--- config.mk ---
export PLATFORM = sky130hd
export DESIGN_NAME = prewitt_frame_ctrl
export DESIGN_NICKNAME = d
export VERILOG_FILES = /design/src/rtl/prewitt_frame_ctrl_pkg.sv /design/src/rtl/prewitt_tag_pipe.sv /design/src/rtl/prewitt_frame_ctrl.sv
export SDC_FILE = /design/constraint.sdc
export NUM_CORES = 1
export LEC_CHECK = 0
export CAP_MARGIN = 0
export CORE_UTILIZATION = 54
export CTS_BUF_LIST = sky130_fd_sc_hd__clkbuf_16
export DETAILED_ROUTE_END_ITERATION = 16
export PLACE_DENSITY = 0.84
export SYNTH_ARGS = -nofsm -noshare
export SYNTH_HDL_FRONTEND = slang
export SYNTH_SLANG_ARGS = --single-unit
export TNS_END_PERCENT = 50
--- constraint.sdc ---
create_clock -name i_clk -period 2.2 [get_ports i_clk]
set_clock_uncertainty 0.15 [all_clocks]
set_input_delay 0.44 -clock i_clk [delete_from_list [all_inputs] [get_ports i_clk]]
set_output_delay 0.44 -clock i_clk [all_outputs]
set_load 0.005 [all_outputs]
--- src/rtl/prewitt_frame_ctrl_pkg.sv ---
// Shared types for the Prewitt frame sequencer: state encoding, window tag and counter width.
package prewitt_frame_ctrl_pkg;

    localparam int CNT_W = 11;

    typedef enum logic [1:0] {
        ST_IDLE  = 2'd0,
        ST_RUN   = 2'd1,
        ST_FLUSH = 2'd2,
        ST_DONE  = 2'd3
    } state_t;

    typedef struct packed {
        logic valid;
        logic sof;
        logic eof;
    } tag_t;

endpackage

--- src/rtl/prewitt_tag_pipe.sv ---
// LAT-deep window tag shift register, advancing only on datapath valid_in edges; sync clear drops in-flight tags.
// o_fresh marks the cycle after stage LAT-1 was loaded; no backpressure, holds on gaps.
module prewitt_tag_pipe
    import prewitt_frame_ctrl_pkg::*;
#(
    parameter int LAT = 3
) (
    input  logic i_clk,
    input  logic i_rst_n,
    input  logic i_en,
    input  logic i_clr,
    input  tag_t i_tag,
    output tag_t o_tag,
    output logic o_fresh
);
    tag_t [LAT-1:0] r_pipe;
    logic           r_fresh;

    always_ff @(posedge i_clk or negedge i_rst_n) begin
        if (!i_rst_n) begin
            r_pipe  <= '0;
            r_fresh <= 1'b0;
        end else if (i_clr) begin
            r_pipe  <= '0;
            r_fresh <= 1'b0;
        end else begin
            r_fresh <= i_en;
            if (i_en) begin
                r_pipe <= {r_pipe[LAT-2:0], i_tag};
            end
        end
    end

    assign o_tag   = r_pipe[LAT-1];
    assign o_fresh = r_fresh;

endmodule

--- src/rtl/prewitt_frame_ctrl.sv ---
// Raster sequencer for the 3x3 Prewitt datapath: counts pixels, drives valid_in, flushes at end of frame.
// Sideband trails acceptance by LAT valid_in edges; in_ready drops for FLUSH/DONE so the source holds.
module prewitt_frame_ctrl
    import prewitt_frame_ctrl_pkg::*;
#(
    parameter logic [CNT_W-1:0] PIC_WIDTH  = 11'd250,
    parameter logic [CNT_W-1:0] PIC_HEIGHT = 11'd250,
    parameter int               LAT        = 3
) (
    input  logic             i_clk,
    input  logic             i_rst_n,
    input  logic             i_pix_valid,
    input  logic             i_pix_sof,
    output logic             o_in_ready,
    output logic             o_mat_valid,
    output logic             o_flush,
    output logic [CNT_W-1:0] o_x_cnt,
    output logic [CNT_W-1:0] o_y_cnt,
    output logic             o_out_valid,
    output logic             o_out_sof,
    output logic             o_out_eof,
    output logic             o_frame_done,
    output logic             o_err_sof
);
    localparam int            FW         = $clog2(LAT);
    localparam logic [FW-1:0] FLUSH_LOAD = FW'(LAT - 2);

    state_t           r_state, w_state_nxt;
    logic [CNT_W-1:0] r_x, r_y, w_x_nxt, w_y_nxt;
    logic [FW-1:0]    r_fcnt, w_fcnt_nxt;
    logic             r_in_ready, r_flush, r_frame_done, r_err_sof;
    logic             w_accept, w_pix, w_run_pix, w_restart, w_x_last, w_y_last, w_mat_valid;
    logic             w_fresh;
    tag_t             w_tag, w_tag_out;

    always_comb begin
        w_accept    = i_pix_valid & r_in_ready;
        w_x_last    = (r_x == PIC_WIDTH - 1'b1);
        w_y_last    = (r_y == PIC_HEIGHT - 1'b1);
        w_state_nxt = r_state;
        w_x_nxt     = r_x;
        w_y_nxt     = r_y;
        w_fcnt_nxt  = r_fcnt;
        w_pix       = 1'b0;
        w_run_pix   = 1'b0;
        w_restart   = 1'b0;
        case (r_state)
            ST_IDLE: begin
                if (w_accept && i_pix_sof) begin
                    w_state_nxt = ST_RUN;
                    w_pix       = 1'b1;
                    w_x_nxt     = CNT_W'(1);
                    w_y_nxt     = '0;
                end
            end
            ST_RUN: begin
                if (w_accept) begin
                    w_pix = 1'b1;
                    if (i_pix_sof) begin
                        // Mid-frame SOF: abandon the partial frame, this pixel becomes (0,0).
                        w_restart = 1'b1;
                        w_x_nxt   = CNT_W'(1);
                        w_y_nxt   = '0;
                    end else begin
                        w_run_pix = 1'b1;
                        if (w_x_last) begin
                            w_x_nxt = '0;
                            if (w_y_last) begin
                                w_y_nxt     = '0;
                                w_state_nxt = ST_FLUSH;
                                w_fcnt_nxt  = FLUSH_LOAD;
                            end else begin
                                w_y_nxt = r_y + 1'b1;
                            end
                        end else begin
                            w_x_nxt = r_x + 1'b1;
                        end
                    end
                end
            end
            ST_FLUSH: begin
                if (r_fcnt == '0) begin
                    w_state_nxt = ST_DONE;
                end else begin
                    w_fcnt_nxt = r_fcnt - 1'b1;
                end
            end
            default: w_state_nxt = ST_IDLE;
        endcase

        w_mat_valid = w_pix | (r_state == ST_FLUSH);
        w_tag       = '0;
        w_tag.valid = w_run_pix & (r_x >= CNT_W'(2)) & (r_y >= CNT_W'(2));
        w_tag.sof   = w_run_pix & (r_x == CNT_W'(2)) & (r_y == CNT_W'(2));
        w_tag.eof   = w_run_pix & w_x_last & w_y_last;
    end

    always_ff @(posedge i_clk or negedge i_rst_n) begin
        if (!i_rst_n) begin
            r_state      <= ST_IDLE;
            r_x          <= '0;
            r_y          <= '0;
            r_fcnt       <= '0;
            r_in_ready   <= 1'b1;
            r_flush      <= 1'b0;
            r_frame_done <= 1'b0;
            r_err_sof    <= 1'b0;
        end else begin
            r_state      <= w_state_nxt;
            r_x          <= w_x_nxt;
            r_y          <= w_y_nxt;
            r_fcnt       <= w_fcnt_nxt;
            r_in_ready   <= (w_state_nxt == ST_IDLE) || (w_state_nxt == ST_RUN);
            r_flush      <= (w_state_nxt == ST_FLUSH);
            r_frame_done <= (w_state_nxt == ST_DONE);
            r_err_sof    <= r_err_sof | w_restart;
        end
    end

    prewitt_tag_pipe #(
        .LAT (LAT)
    ) u_tag_pipe (
        .i_clk   (i_clk),
        .i_rst_n (i_rst_n),
        .i_en    (w_mat_valid),
        .i_clr   (w_restart),
        .i_tag   (w_tag),
        .o_tag   (w_tag_out),
        .o_fresh (w_fresh)
    );

    // Sideband is a flop-to-flop AND: the tag in the last stage qualified by "loaded on the previous edge".
    assign o_out_valid  = w_fresh & w_tag_out.valid;
    assign o_out_sof    = w_fresh & w_tag_out.sof;
    assign o_out_eof    = w_fresh & w_tag_out.eof;
    assign o_in_ready   = r_in_ready;
    assign o_mat_valid  = w_mat_valid;
    assign o_flush      = r_flush;
    assign o_x_cnt      = r_x;
    assign o_y_cnt      = r_y;
    assign o_frame_done = r_frame_done;
    assign o_err_sof    = r_err_sof;

endmodule

==> results.toml, run 1 <==
[run_status]
status = "complete, no violations"

[layout]
syn_to_final_growth_pct = 30.6
layout.cells.non_filler = 333
n_antenna_cell = 0
design_area_um2 = 2930
fillers = 307
layout-drive-gt1-share = 0.191
fin_nets = 293

[sta]
tightest_slew_ns = 0.499
min_period_over_period = 0.942
finalWorstSetupSlack_ns = 0.128
tns_ns = 0
fin_crit_ns = 2.07
relSlewSlack = 0.667
hold_viol = 0
setup_viol = 0
fmax_ghz = 0.483
rsz0062_at_grt = "false"
drv_slew = 0

[route]
wire_per_inst_um = 15.3
dr_total_vias = 1974
drc_errors = 0
dr.first_iter.drc_count = 212
wl_met2_um = 2490
top_layer = "met4"
wl_met1_um = 2290
via_per_inst = 5.93
finalWirelength_um = 5090
postRouteAntennaNets = 0
met3_wirelength_um = 259
first_pass_iters = 4

[global_route]
track_usage = 0.257
grt_max_degree = 41
grt_pass1_wl_um = 8580
grt_remaining_overflow = 0
grt_pass1_vias = 1808
antenna_found_initial = 0

[clock_network]
holdBufCountCts = 0
cts-root-buf = "clkbuf_16"
clockBufferDepth = 2
clock_sinks = 40
cts_tree = "done"
cts_buffers = 5
clkTransAtPathRegs_ns = 0.06
h-tree-depth = 2
clk_latency_ns = 0.28

[synth]
synth_area_per_cell_um2 = 9.88
synth.area.top_cells = "dfrtp_1, ha_1, nand2_1"
synthCells = 227
yosysTopAreaCell = "dfrtp_1"
synth-edff-count = 0
synth_top_cell_area_share = 0.435
seq_area_frac_synth = 0.447
synthArstFlopShare = 1.00
synth_cell_types = 58
syn_area_um2 = 2240
yosys_warnings = 0
synthFlopType = "dfrtp_1"
ys_ff_latch = 40
synthesis.nets = 238

[floorplan]
ioPinCount = 34
rows = 23
initial_core_util = 0.561
die-height_um = 66.5
die-width_um = 66.5
die_area_um2 = 4420
core_um2 = 4000

[placement]
gp_congestion = 0.891
numPortBuffers = 33
hpwl_um = 3570
dp_slack_ns = -0.260
dp.cells = 322
placed_area_um2 = 2760

[power_and_ir_drop]
p_total_mw = 1.92
vdd_ir_drop_max_mv = 0.478
p_leak_nw = 1.32
powerDensity_nw_per_um2 = 655

[critical_path]
critPathArrivalTime_ns = 1.48
crit_type = "register to output port"
cp_top_family = "flip-flops"
max_stage_delay_ns = 0.45
required_ns = 1.61
cp_max_fo = 8
crit_path_start_kind = "register"
crit_buf_inv = 2
crit_chain = "o211ai_1 > o21a_1 > inv_1 > dlygate4sd2_1"
cp_slowest_cell = "dfrtp_2"
end_kind = "output port"

[job]
maxCapViolCount = 0

[min_path]
hp-class = "input pin to async pin"
[final cells by class]
class,count,area [um2],area share
Timing Repair Buffer,63,547,0.187
Multi-Input combinational cell,159,1120,0.384
Clock inverter,3,16.3,0.00555
Tap cell,50,62.6,0.0214
Inverter,13,48.8,0.0167
Sequential cell,40,1000,0.343
Clock buffer,5,125,0.0427
[cell usage in the layout, fill, tap and decap left out, drive strengths merged, types with 3 or more instances in the layout]
cell type      synthesis  routed
and4                   5       5
nor4                   4       4
nand2                 21      21
inv                   13      14
and3                   5       5
dlygate4sd2            0       3
dfrtp                 39      39
nand2b                 4       4
a21oi                  4       4
xor2                   3       3
a22o                   6       6
and2                   3       3
clkdlybuf4s50          0      29
nor3                   5       5
clkbuf                 7       5
a41oi                  3       3
ha                     7       7
xnor2                  3       3
nand4b                 3       3
o21ai                 11      11
a31oi                 11      11
buf                    8      31
nand3                  7       7
nor2                  14      14
o31ai                  3       3
nand4                 10      10
[worst reg2reg max path, cell delays in order (launching register included)]
cell and delay (ns):
dfrtp_1 0.46, nor4_4 0.32, nand4_2 0.18, or4_1 0.56
a31o_1 0.24
[Yosys cell counts (3+ instances only)]
cell      instances
ha_1              7
dfrtp_1          39
xor2_1            3
xnor2_1           3
and3_1            4
nand2_1          21
clkbuf_1          6
o31ai_1           3
buf_2             5
inv_1            13
a22o_1            6
and2_1            3
a31oi_1          11
nand4_1           8
o21ai_0          10
and4_1            4
nor3_1            5
nand4b_1          3
nor2_1           14
a21oi_1           4
nand2b_1          4
nand3_1           7
[logic make-up after synthesis]
logic type | synth area share
AOI/OAI and AO/OA | 0.178
and+or+nand+nor | 0.256
adders and majority gates | 0.0390
xor gates and xnor gates | 0.0234
buffers and inverters | 0.0569
DFF | 0.447
[metal layers]
layer  track usage  vias up
li1              -      941
met1         0.347      955
met2         0.422       70
met3        0.0445        8
met4        0.0745        0
met5             0        -
[repair_timing]
item                                    in CTS  in global routing
endpoints found under the setup margin       1                  1
pin swaps                                    3                  3
gates resized for setup                      5                  3
setup buffers                                4                  0
[report_power, final]
part	switching, mW	internal [mW]
sequential	0.0582	0.778
clock	0.280	0.413
combinational	0.185	0.204
[state kept, by name, summed over array words and instances (netlist names)]
name,flops
r_fcnt,2
o_err_sof,1
o_frame_done,1
u_tag_pipe.o_tag,3
o_flush,1
o_x_cnt,11
o_in_ready,1
r_state,2
u_tag_pipe.r_pipe,6
u_tag_pipe.o_fresh,1
o_y_cnt,11
[worst paths after layout]
check	startpoint	endpoint	slack, ns	cells past startpoint
hold reg to reg	o_err_sof	o_err_sof	0.33	1
hold / removal	i_rst_n	o_y_cnt[4]	0.06	2
max in group asynchronous	i_rst_n	r_state[0]	1.47	2
setup reg to reg	o_x_cnt[8]	r_state[0]	0.17	4
min in group i_clk	o_err_sof	o_err_sof	0.33	1
setup / recovery	r_state[0]	o_mat_valid	0.13	4
[stage by stage]
stage	utilization	hold WS, ns
global route	0.732	0.127
detailed placement	0.689	0.313
floorplan	-	-0.00559
global placement	0.689	0.310
finish	0.732	0.0649
CTS	0.732	0.0859
Note: power is estimated with default switching activity, not from simulation.
==> run 2: changes to the inputs <==
--- a/config.mk
+++ b/config.mk
@@ -9,6 +9,7 @@
 export CORE_UTILIZATION = 54
 export CTS_BUF_LIST = sky130_fd_sc_hd__clkbuf_16
 export DETAILED_ROUTE_END_ITERATION = 16
+export GPL_ROUTABILITY_DRIVEN = 0
 export PLACE_DENSITY = 0.84
 export SYNTH_ARGS = -nofsm -noshare
 export SYNTH_HDL_FRONTEND = slang
==> results of run 2 <==
No change in the layout: final DEF, timing and power equal those of run 1.
